`config.mk`:
```
export PLATFORM = sky130hd
export DESIGN_NAME = digit_accumulator
export DESIGN_NICKNAME = d
export VERILOG_FILES = /design/src/rtl/digit_accumulator.sv
export SDC_FILE = /design/constraint.sdc
export NUM_CORES = 1
export LEC_CHECK = 0
export ABC_AREA = 1
export BUFFER_PORTS_ARGS = -buffer_cell sky130_fd_sc_hd__buf_4
export CORE_AREA = 5 5 58 86
export CTS_CLUSTER_SIZE = 20
export DETAILED_ROUTE_END_ITERATION = 16
export DIE_AREA = 0 0 63 91
export PLACE_DENSITY_LB_ADDON = 0.25
export REMOVE_ABC_BUFFERS = 1
export SETUP_SLACK_MARGIN = 0.2
export SLEW_MARGIN = 20
export SYNTH_ARGS = -nofsm -noshare
export SYNTH_HDL_FRONTEND = slang
export SYNTH_SLANG_ARGS = --single-unit
```
`constraint.sdc`:
```
create_clock -name clk -period 2.65 [get_ports clk]
set_clock_uncertainty 0.1 [all_clocks]
set_input_delay 0 -clock clk [delete_from_list [all_inputs] [get_ports clk]]
set_output_delay 0 -clock clk [all_outputs]
set_load 0.05 [all_outputs]
```
`src/rtl/digit_accumulator.sv`:
```
// Collects decimal key digits into a packed BCD entry (account number or PIN)
// with backspace, submit and abort handling for the terminal keypad path.
module digit_accumulator #(
   parameter int NUM_DIGITS = 4
) (
   input  logic                    clk,
   input  logic                    rst_n,
   input  logic [3:0]              digit_in,
   input  logic                    digit_valid,
   input  logic                    entry_start,
   input  logic                    key_back,
   input  logic                    key_enter,
   input  logic                    key_quit,
   output logic [4*NUM_DIGITS-1:0] bcd_value,
   output logic [3:0]              count,
   output logic                    active,
   output logic                    entry_done,
   output logic                    entry_error,
   output logic                    entry_abort
);

   localparam int         W         = 4 * NUM_DIGITS;
   localparam logic [3:0] MAX_COUNT = 4'(NUM_DIGITS);

   typedef enum logic [1:0] {
      IDLE    = 2'd0,
      COLLECT = 2'd1,
      FULL    = 2'd2,
      DONE    = 2'd3
   } state_t;

   state_t state;

   // Entry FSM with all outputs registered; strobe priority is quit > back > enter > digit.
   always_ff @(posedge clk or negedge rst_n) begin
      if (!rst_n) begin
         state       <= IDLE;
         bcd_value   <= '0;
         count       <= 4'd0;
         active      <= 1'b0;
         entry_done  <= 1'b0;
         entry_error <= 1'b0;
         entry_abort <= 1'b0;
      end else begin
         entry_done  <= 1'b0;
         entry_error <= 1'b0;
         entry_abort <= 1'b0;
         case (state)
            IDLE, DONE: begin
               if (entry_start) begin
                  state     <= COLLECT;
                  bcd_value <= '0;
                  count     <= 4'd0;
                  active    <= 1'b1;
               end else begin
                  state  <= IDLE;
                  active <= 1'b0;
               end
            end
            COLLECT, FULL: begin
               if (key_quit) begin
                  state       <= IDLE;
                  bcd_value   <= '0;
                  count       <= 4'd0;
                  active      <= 1'b0;
                  entry_abort <= 1'b1;
               end else if (key_back) begin
                  // FULL implies count > 0, so only an empty COLLECT ignores backspace
                  if (state == FULL || count != 4'd0) begin
                     bcd_value <= bcd_value >> 3'd4;
                     count     <= count - 4'd1;
                     state     <= COLLECT;
                  end else begin
                     state <= state;
                  end
               end else if (key_enter) begin
                  if (state == FULL) begin
                     state      <= DONE;
                     active     <= 1'b0;
                     entry_done <= 1'b1;
                  end else begin
                     entry_error <= 1'b1;
                  end
               end else if (digit_valid) begin
                  if (state == FULL || digit_in > 4'd9) begin
                     entry_error <= 1'b1;
                  end else begin
                     bcd_value <= (bcd_value << 3'd4) | W'(digit_in);
                     count     <= count + 4'd1;
                     if (count + 4'd1 == MAX_COUNT) begin
                        state <= FULL;
                     end else begin
                        state <= COLLECT;
                     end
                  end
               end else begin
                  state <= state;
               end
            end
            default: begin
               state     <= IDLE;
               bcd_value <= '0;
               count     <= 4'd0;
               active    <= 1'b0;
            end
         endcase
      end
   end

endmodule

```
==> impl_metrics.env <==
export IMPL_insertion_delay_ns=0.27
export IMPL_grt_max_degree=41
export IMPL_synth_area_leaders="dfrtp_1 47%, nand2_1 14%, a22oi_1 7.0%, o21ai_0 6.5%, ha_1 3.6%"
export IMPL_io_pins=35
export IMPL_io_buffers=34
export IMPL_ir_drop_v=0.000653
export IMPL_synth_top_area_cell="dfrtp_1"
export IMPL_cp_data_arrival_time_ns=2.15
export IMPL_drc=0
export IMPL_syn_to_final_growth_pct=32.0
export IMPL_drv_cap=0
export IMPL_endpoint_kind="register"
export IMPL_start_kind="register"
export IMPL_wire_per_inst_um=12.6
export IMPL_cts_setup_buffers=0
export IMPL_die_width_um=63
export IMPL_cts_repair_resized=0
export IMPL_cts_tree="yes"
export IMPL_die_area_um2=5730
export IMPL_status="finished, final reports clean"
export IMPL_fmax_mhz=484
export IMPL_setup_violations=0
export IMPL_min_period_ns=2.07
export IMPL_layout_common_cells="50 x nand2_1, 36 x buf_4, 26 x dfrtp_1"
export IMPL_yosysWarnings=0
export IMPL_final_common_cell="nand2_1"
export IMPL_cts_buffer_depth=2
export IMPL_p_seq_share_pct=33.2
export IMPL_grt_ovfl_total=0
export IMPL_diodes=0
export IMPL_worst_ep_required_time_ns=2.73
export IMPL_p_per_area_nw_per_um2=900
export IMPL_rr_endpoint="count[0]"
export IMPL_hold_viol_final=0
export IMPL_yosysUniqueCellTypes=22
export IMPL_yosysSeqAreaShare_pct=46.9
export IMPL_placed_cell_area_um2=1660
export IMPL_slew_limit_headroom_pct=56.4
export IMPL_dp_hpwl_um=2360
export IMPL_grt_first_pass_wirelength_um=5730
export IMPL_synth_cells=170
export IMPL_antenna_left=0
export IMPL_grt_util_all_layers_pct=11.8
export IMPL_pwr_share_clk_pct=16.0
export IMPL_min_path_type="input pin to async pin"
export IMPL_initial_utilization_pct=33.3
export IMPL_clk_pin_slew_ns=0.09
export IMPL_switchingPower_mw=0.794
export IMPL_routed_via_density=4.87
export IMPL_rrSetupSlack_ns=0.58
export IMPL_tns_ns=0
export IMPL_core_area_um2=4170
export IMPL_final_net_count=230
export IMPL_synthDominantCellAreaShare_pct=46.9
export IMPL_switching_share_pct=48.1
export IMPL_vias=1267
export IMPL_max_slew_worst_pin_slew_ns=0.654
export IMPL_clock_sinks=26
export IMPL_yosys_register_bits=26
export IMPL_cts_htree_levels=1
export IMPL_reg2regPathDepth=8
export IMPL_cts_buffers=3
export IMPL_netlist_area_um2=1390
export IMPL_avgSynthCellArea_um2=8.16
export IMPL_final_area_um2=1830
export IMPL_antenna_found_initial=0
export IMPL_p_int_mw=0.856
export IMPL_finalCritPeriodShare_pct=78.0
export IMPL_gp_congestion=0.858
export IMPL_rows=29
export IMPL_drive_gt1_share_pct=21.5
export IMPL_reg2reg_from="state[0]"
export IMPL_root_buffer="clkbuf_8"
export IMPL_criticalPathCategory="register to register"
export IMPL_firstDrtPassIters=4
export IMPL_die_y_um=91
export IMPL_grt_pass1_vias=1291
export IMPL_worstPathMaxFanout=40
export IMPL_p_leak_nw=0.909
export IMPL_report_power_total_mw=1.65
export IMPL_grt_setup_unrepaired="false"
export IMPL_drv_slew=0
export IMPL_p_comb_share_pct=50.8
export IMPL_drt_iter0_markers=49
export IMPL_routed_wl_um=3280
-- routing by layer --
metal / track usage [%] / wire (um) / vias to the layer above
met3: 2.47 / 171 / 7
li1: - / - / 649
met1: 14.4 / 1510 / 578
met4: 4.96 / 72 / 0
met5: 0 / 0 / -
met2: 19.9 / 1520 / 33
-- critical path: stages, from the launching register on --
cell and delay (ns):
dfrtp_1 0.36, inv_1 0.04, ha_1 0.33, inv_2 0.05
nand2_2 0.09, nor2_1 0.06, nand2_1 0.07, nand3_2 0.51
o21ai_0 0.36
-- kinds of logic after synthesis --
family | after synthesis | share of synthesized area [%]
adders and majority gates | 4 | 3.61
DFF | 26 | 46.9
xor gates and xnor gates | 2 | 1.26
buffers and inverters | 22 | 8.02
and+or+nand+nor | 77 | 23.8
AOI/OAI and AO/OA | 39 | 16.4
-- final cells by class --
class,instances,area (um^2)
Clock buffer,4,55.1
Fill cell,430,2340
Inverter,14,52.6
Multi-Input combinational cell,122,626
Sequential cell,26,651
Tap cell,46,57.6
Timing Repair Buffer,48,390
-- stage by stage --
step | setup slack (ns) | util [%] | std cells | hold slack (ns)
after floorplan | 0.249 | - | 162 | -0.396
final | 0.582 | 43.9 | 260 | 0.0762
after CTS | 0.546 | 43.9 | 260 | 0.0867
after detailed placement | 0.567 | 39.7 | 244 | -0.163
after global routing | 0.295 | 43.9 | 260 | 0.0967
after global placement | 0.599 | 39.7 | 244 | -0.163
-- synthesized netlist by cell type (all sizes together) --
master	count
a21oi	2
a22oi	13
buf	7
clkbuf	1
dfrtp	26
ha	4
inv	14
nand2	52
nand3	9
nand3b	1
nand4	2
nor2	12
nor3b	1
o21ai	24
xor2	2
-- worst max-delay path by stage --
| stage | from | to | slack [ns] | cells past startpoint |
|---|---|---|---|---|
| floorplan | state[0] | bcd_value[0] | 0.25 | 8 |
| global placement | state[0] | bcd_value[12] | 0.60 | 8 |
| detailed placement | state[0] | bcd_value[13] | 0.57 | 8 |
| CTS | state[0] | bcd_value[13] | 0.55 | 8 |
| global route | state[0] | count[0] | 0.30 | 8 |
| finish | state[0] | count[0] | 0.58 | 8 |
-- power groups by stage --
| stage | sequential [mW] | combinational, mW | clock [mW] |
|---|---|---|---|
| detailed placement | 0.556 | 0.825 | 0 |
| floorplan | 0.753 | 0.385 | 0 |
| CTS | 0.549 | 0.850 | 0.270 |
| global route | 0.564 | 0.934 | 0.287 |
| finish | 0.548 | 0.838 | 0.263 |
| global placement | 0.557 | 0.824 | 0 |
-- registers in the layout, indices dropped and copies added (netlist names) --
register     cells
state            2
count            4
entry_error      1
entry_abort      1
entry_done       1
bcd_value       16
active           1
-- timing repair --
item / CTS / global route
hold buffers: 12 / 0
setup endpoints to repair: 0 / 0
hold endpoints to repair: 36 / 0
Power figures use the tool's default switching activity.
